<file path="src/rtl/alu_pkg.sv">
// Shared definitions for the ALU arbiter: opcode encodings, flag bit
// positions, FSM state type and a small opcode classification helper.
package alu_pkg;

    // ALU opcode encodings as understood by the shared ALU
    localparam logic [3:0] OP_ADD = 4'b0000;
    localparam logic [3:0] OP_SUB = 4'b0001;
    localparam logic [3:0] OP_MUL = 4'b0010;
    localparam logic [3:0] OP_DIV = 4'b0011;
    localparam logic [3:0] OP_MOD = 4'b0100;
    localparam logic [3:0] OP_AND = 4'b0101;
    localparam logic [3:0] OP_OR  = 4'b0110;
    localparam logic [3:0] OP_XOR = 4'b0111;
    localparam logic [3:0] OP_SHL = 4'b1000;
    localparam logic [3:0] OP_SHR = 4'b1001;

    // Bit positions inside a {N,Z,V,C} flag nibble
    localparam int FLAG_N = 3;
    localparam int FLAG_Z = 2;
    localparam int FLAG_V = 1;
    localparam int FLAG_C = 0;

    // Arbiter sequencing: accept a request, let the ALU settle, hold the response
    typedef enum logic [1:0] {
        IDLE = 2'd0,
        EXEC = 2'd1,
        RESP = 2'd2
    } arb_state_t;

    // True for the opcodes whose second operand is a divisor
    function automatic logic isDivOp(input logic [3:0] sel);
        return (sel == OP_DIV) || (sel == OP_MOD);
    endfunction

    // Flag pattern reported when a divide or modulo sees a zero divisor (Z and V set)
    function automatic logic [3:0] divZeroFlags();
        logic [3:0] f;
        f         = 4'b0000;
        f[FLAG_Z] = 1'b1;
        f[FLAG_V] = 1'b1;
        return f;
    endfunction

endpackage

</file>
<file path="src/rtl/rr_arbiter2.sv">
// Two-input round-robin arbiter. A lone requester always wins; on a tie
// the requester that did not win last time is granted. The remembered
// winner only moves when a grant is actually issued.
module rr_arbiter2 (
    input  logic clk,
    input  logic rst_n,
    input  logic enable_i,
    input  logic valid0_i,
    input  logic valid1_i,
    output logic grant0_o,
    output logic grant1_o,
    output logic grantValid_o,
    output logic grantId_o
);

    logic lastGrant_q;
    logic lastGrant_d;

    // Grant decision: lastGrant_q==1 means requester 1 won last, so requester 0 wins a tie
    always_comb begin
        grant0_o     = enable_i & valid0_i & (~valid1_i | lastGrant_q);
        grant1_o     = enable_i & valid1_i & (~valid0_i | ~lastGrant_q);
        grantValid_o = grant0_o | grant1_o;
        grantId_o    = grant1_o;
        lastGrant_d  = grantValid_o ? grantId_o : lastGrant_q;
    end

    // Remember the most recent winner; reset favours requester 0 on the first tie
    always_ff @(posedge clk) begin
        if (!rst_n) begin
            lastGrant_q <= 1'b1;
        end else begin
            lastGrant_q <= lastGrant_d;
        end
    end

endmodule

</file>
<file path="src/rtl/alu_arbiter.sv">
// Execution-stage arbiter sharing one combinational ALU between two issue
// ports. A granted request is registered, driven onto the ALU for a full
// cycle, captured with its flags and then offered on a valid/ready response
// channel. Each requester owns an architectural {N,Z,V,C} flag register.
module alu_arbiter
    import alu_pkg::*;
#(
    parameter int WIDTH = 12
) (
    input  logic                 clk,
    input  logic                 rst_n,

    input  logic                 req0_valid,
    output logic                 req0_ready,
    input  logic [WIDTH-1:0]     req0_a,
    input  logic [WIDTH-1:0]     req0_b,
    input  logic [3:0]           req0_sel,
    input  logic                 req0_setf,

    input  logic                 req1_valid,
    output logic                 req1_ready,
    input  logic [WIDTH-1:0]     req1_a,
    input  logic [WIDTH-1:0]     req1_b,
    input  logic [3:0]           req1_sel,
    input  logic                 req1_setf,

    output logic [WIDTH-1:0]     alu_a,
    output logic [WIDTH-1:0]     alu_b,
    output logic [3:0]           alu_sel,
    input  logic [2*WIDTH-1:0]   alu_out,
    input  logic                 alu_n,
    input  logic                 alu_z,
    input  logic                 alu_v,
    input  logic                 alu_c,

    output logic                 rsp_valid,
    input  logic                 rsp_ready,
    output logic                 rsp_id,
    output logic [2*WIDTH-1:0]   rsp_data,
    output logic [3:0]           rsp_flags,
    output logic                 rsp_err,

    output logic [3:0]           flags0,
    output logic [3:0]           flags1
);

    arb_state_t           state_q;

    logic [WIDTH-1:0]     opA_q;
    logic [WIDTH-1:0]     opB_q;
    logic [3:0]           opSel_q;
    logic                 opSetf_q;
    logic                 opId_q;

    logic                 rspValid_q;
    logic [2*WIDTH-1:0]   rspData_q;
    logic [3:0]           rspFlags_q;
    logic                 rspErr_q;

    logic [3:0]           flags0_q;
    logic [3:0]           flags1_q;

    logic                 grant0;
    logic                 grant1;
    logic                 grantValid;
    logic                 grantId;

    logic [WIDTH-1:0]     opA_d;
    logic [WIDTH-1:0]     opB_d;
    logic [3:0]           opSel_d;
    logic                 opSetf_d;

    logic                 divZero;
    logic [2*WIDTH-1:0]   capData_d;
    logic [3:0]           capFlags_d;
    logic                 rspHandshake;
    logic                 flagWrite;

    rr_arbiter2 u_rr_arbiter2 (
        .clk          (clk),
        .rst_n        (rst_n),
        .enable_i     (state_q == IDLE),
        .valid0_i     (req0_valid),
        .valid1_i     (req1_valid),
        .grant0_o     (grant0),
        .grant1_o     (grant1),
        .grantValid_o (grantValid),
        .grantId_o    (grantId)
    );

    assign req0_ready = grant0;
    assign req1_ready = grant1;

    // Select the winning requester's payload for the operand registers
    always_comb begin
        opA_d    = grantId ? req1_a    : req0_a;
        opB_d    = grantId ? req1_b    : req0_b;
        opSel_d  = grantId ? req1_sel  : req0_sel;
        opSetf_d = grantId ? req1_setf : req0_setf;
    end

    // Build the captured result, replacing it with the error pattern on a zero divisor
    always_comb begin
        divZero            = isDivOp(opSel_q) && (opB_q == '0);
        capFlags_d         = 4'b0000;
        capFlags_d[FLAG_N] = alu_n;
        capFlags_d[FLAG_Z] = alu_z;
        capFlags_d[FLAG_V] = alu_v;
        capFlags_d[FLAG_C] = alu_c;
        capData_d          = alu_out;
        if (divZero) begin
            capData_d  = '0;
            capFlags_d = divZeroFlags();
        end
    end

    // Response acceptance and whether it should commit into a flag register
    always_comb begin
        rspHandshake = (state_q == RESP) && rspValid_q && rsp_ready;
        flagWrite    = rspHandshake && opSetf_q && !rspErr_q;
    end

    // Main sequencer: accept in IDLE, capture after the ALU cycle in EXEC, hand off in RESP
    always_ff @(posedge clk) begin
        if (!rst_n) begin
            state_q    <= IDLE;
            opA_q      <= '0;
            opB_q      <= '0;
            opSel_q    <= '0;
            opSetf_q   <= 1'b0;
            opId_q     <= 1'b0;
            rspValid_q <= 1'b0;
            rspData_q  <= '0;
            rspFlags_q <= '0;
            rspErr_q   <= 1'b0;
            flags0_q   <= '0;
            flags1_q   <= '0;
        end else begin
            case (state_q)
                IDLE: begin
                    if (grantValid) begin
                        opA_q    <= opA_d;
                        opB_q    <= opB_d;
                        opSel_q  <= opSel_d;
                        opSetf_q <= opSetf_d;
                        opId_q   <= grantId;
                        state_q  <= EXEC;
                    end
                end
                EXEC: begin
                    rspData_q  <= capData_d;
                    rspFlags_q <= capFlags_d;
                    rspErr_q   <= divZero;
                    rspValid_q <= 1'b1;
                    state_q    <= RESP;
                end
                RESP: begin
                    if (rspHandshake) begin
                        rspValid_q <= 1'b0;
                        state_q    <= IDLE;
                        if (flagWrite && !opId_q) begin
                            flags0_q <= rspFlags_q;
                        end
                        if (flagWrite && opId_q) begin
                            flags1_q <= rspFlags_q;
                        end
                    end
                end
                default: begin
                    state_q <= IDLE;
                end
            endcase
        end
    end

    assign alu_a     = opA_q;
    assign alu_b     = opB_q;
    assign alu_sel   = opSel_q;

    assign rsp_valid = rspValid_q;
    assign rsp_id    = opId_q;
    assign rsp_data  = rspData_q;
    assign rsp_flags = rspFlags_q;
    assign rsp_err   = rspErr_q;

    assign flags0    = flags0_q;
    assign flags1    = flags1_q;

    // The two issue ports must never both see ready in the same cycle
    readyExclusive: assert property (@(posedge clk) disable iff (!rst_n) !(req0_ready && req1_ready));

endmodule

</file>
<file path="config.mk">
export PLATFORM = sky130hd
export DESIGN_NAME = alu_arbiter
export DESIGN_NICKNAME = d
export VERILOG_FILES = /design/src/rtl/alu_pkg.sv /design/src/rtl/rr_arbiter2.sv /design/src/rtl/alu_arbiter.sv
export SDC_FILE = /design/constraint.sdc
export NUM_CORES = 1
export LEC_CHECK = 0
export CORE_MARGIN = 1
export CORE_UTILIZATION = 42
export CTS_BUF_LIST = sky130_fd_sc_hd__clkbuf_4
export DETAILED_ROUTE_END_ITERATION = 8
export GPL_TIMING_DRIVEN = 0
export PLACE_DENSITY_LB_ADDON = 0.25
export SETUP_SLACK_MARGIN = 0.5
export SLEW_MARGIN = 20
export SYNTH_ARGS = -nofsm -noshare
export SYNTH_HDL_FRONTEND = slang
export SYNTH_SLANG_ARGS = --single-unit
</file>
<file path="constraint.sdc">
create_clock -name clk -period 1.85 [get_ports clk]
set_input_delay 0.185 -clock clk [delete_from_list [all_inputs] [get_ports clk]]
set_output_delay 0.185 -clock clk [all_outputs]
set_load 0.01 [all_outputs]
</file>
==> out/qor.yml <==
outcome: "finished, final reports clean"
max_freq_mhz: 602
synth_compound_area_share_pct: 29.7
clkPwrFrac_pct: 26.1
vias: 3540
post-route-min-period_ns: 1.66
drv_cap: 0
synthAdderAreaFrac_pct: 0
netlist_area_sq_um: 3380
async_flop_share_pct: 0
power.switching_w: 0.00136
drive_gt1_share_pct: 24.5
die_x_um: 91.7
p_sw_share_pct: 30.4
synth_largest_area_cell: "dfxtp_1"
start_util_pct: 43.5
timing.slew.headroom_pct: 65.0
clk_pin_slew_worst_paths_ns: 0.13
ys_top_cells_by_count: "dfxtp_1, mux2i_1, clkbuf_1, and3_1"
crit_path_start: "alu_b[4]"
synth_top_family_by_area: "compound AO/OA/AOI/OAI gates"
avgSynthCellArea_sq_um: 9.86
r2r_start: "alu_b[4]"
synth_edf_count: 0
multi_input_comb_area_sq_um: 1980
n_antenna_cell: 0
grt_overflow_total: 0
syn2layout_area_growth_pct: 74.4
tightest_slew_ns: 0.525
ys.warnings.count: 0
yosysMostFrequentCell: "dfxtp_1"
finalSetupTns_ns: 0
grt_first_pass_wirelength_mm: 16.8
seq_power_share_pct: 40.0
setup_ws_ns: 0.189
syn_nets: 434
crit_type: "flip-flop to flip-flop"
cts_tree: "done"
netlist_instances: 343
cts_max_level: 3
p_int_w: 0.00311
post-route-drc-count: 0
dp_hpwl_mm: 7.53
seq_area_frac_synth_pct: 42.0
hold_viol: 0
ant_nets: 0
synth_area_leaders: "dfxtp_1, mux2i_1, o311a_1"
clock_path_buffers: 2
rsz0062_at_grt: "yes"
start_kind: "flip-flop"
powerDensity_nw_per_um2: 757
hold_class: "primary input to flip-flop"
die_area_sq_um: 8420
post-place-ws_ns: -0.331
grt_start_max_net_pins: 14
numCtsBuffers: 9
drt-vias-per-instance: 5.52
synth_xor_area_share_pct: 0
track_usage_pct: 25.1
die_y_um: 91.7
cp.arrival_ns: 2.02
core_area_sq_um: 7770
yosysUniqueCellTypes: 36
leakagePower_nw: 2.64
gp_congestion: 0.777
finalWirelength_mm: 11.3
cts_root_buffer: "clkbuf_4"
end_kind: "flip-flop"
dpl.cell_count: 604
rows: 32
fillerInstances: 561
yosysTopAreaCellShare_pct: 42.0
wire_per_inst_um: 17.7
grt_pass1_vias: 3453
slew_violations: 0
clk-insertion-delay-late_ns: 0.42
synth_seq_cells: 71
firstDrtPassIters: 4
cts_sinks: 71
period_share_pct: 89.8
finalSetupViolCount: 0
min_from: "alu_out[23]"
skew_ns: 0.0179
pwr-share-comb_pct: 33.9
synthSimpleGateAreaFrac_pct: 11.7
nets: 625
worstPathMaxFanout: 8
vdd_drop_max_uv: 485
register_area_sq_um: 1440
hold_buffers: 0
ios: 160
port-buffer-count: 159
synth_flop_cell: "dfxtp_1"
synthMuxAreaShare_pct: 11.0
antenna_found_initial: 0
cp.required_ns: 2.21
drtIter0Drc: 119
instances_no_fill: 641
## layer usage
layer	vias to the layer above	part of all wire, %	track usage, %	wire length [um]
li1	1685	-	-	-
met2	151	50	43.0	5690
met4	0	1.9	8.59	212
met3	23	6.1	4.56	688
met5	-	0	0	0
met1	1681	42	31.6	4740
## worst paths after layout
kind                                      to  slack, ns  cells past startpoint
worst max-delay path            rsp_flags[2]       0.19                      5
worst min-delay path            rsp_data[23]       0.40                      3
worst min register to register     flags0[0]       0.47                      2
worst max register to register  rsp_flags[2]       0.19                      5
## timing repair
action                                  4_1_cts  5_1_grt
endpoints found under the setup margin      132       74
pin swaps                                     3       33
setup buffers                                 5        6
gates resized for setup                     121      108
gates cloned                                  2        8
## through the flow
stage	hold slack (ns)	total power (W)	cell area (sq um)	utilization [%]
after global placement	0.444	0.00305	5150	66.3
after global routing	0.395	0.00465	5900	75.9
after floorplan	0.367	0.00245	3430	-
after detailed placement	0.457	0.00308	5150	66.3
after CTS	0.390	0.00421	5420	69.7
final	0.397	0.00447	5900	75.9
## critical path: stages, from the launching register on
cell and delay, ns:
dfxtp_2 0.34, or4_4 0.53, a2111oi_4 0.26, buf_6 0.20
buf_4 0.13, a32o_1 0.15
## power groups by stage
stage	Combinational (W)	Sequential, W	Clock [W]
floorplan	0.000595	0.00186	0
global placement	0.00125	0.00181	0
detailed placement	0.00127	0.00181	0
CTS	0.00127	0.00178	0.00117
global route	0.00161	0.00180	0.00124
finish	0.00151	0.00179	0.00117
## flip-flops by register name, indices dropped and copies added, names as in the netlist
name and count:
rsp_data 24, alu_a 12, alu_b 12, alu_sel 4, flags0 4, flags1 4
rsp_flags 4, state_q 2, opSetf_q 1, rsp_err 1, rsp_id 1, rsp_valid 1
u_rr_arbiter2.lastGrant_q 1
## area by class of cell
type / count / share of cell area, %
Buffer: 40 / 5.96
Clock inverter: 6 / 1.57
Multi-Input combinational cell: 228 / 33.6
Timing Repair Buffer: 180 / 30.8
Inverter: 4 / 0.255
Sequential cell: 71 / 24.4
Tap cell: 102 / 2.16
Clock buffer: 10 / 1.27
## logic make-up after synthesis
family,Yosys count
flops,71
compound gates,122
simple gates,69
mux,37
buf+inv,44
## cell usage in the layout (no fill, tap or decap), types with 9 or more instances in the layout
cell and instances:
nand2_1 14, dfxtp_1 61, o21bai_1 29, mux2i_1 35, clkdlybuf4s50_1 90, buf_8 9
a21boi_2 18, clkbuf_4 15, and3_4 9, a211oi_2 10, and3_1 21, o311a_1 29
dlygate4sd2_1 65, clkbuf_1 9, a211oi_1 16
No activity file was read; power rests on OpenSTA's default activity.
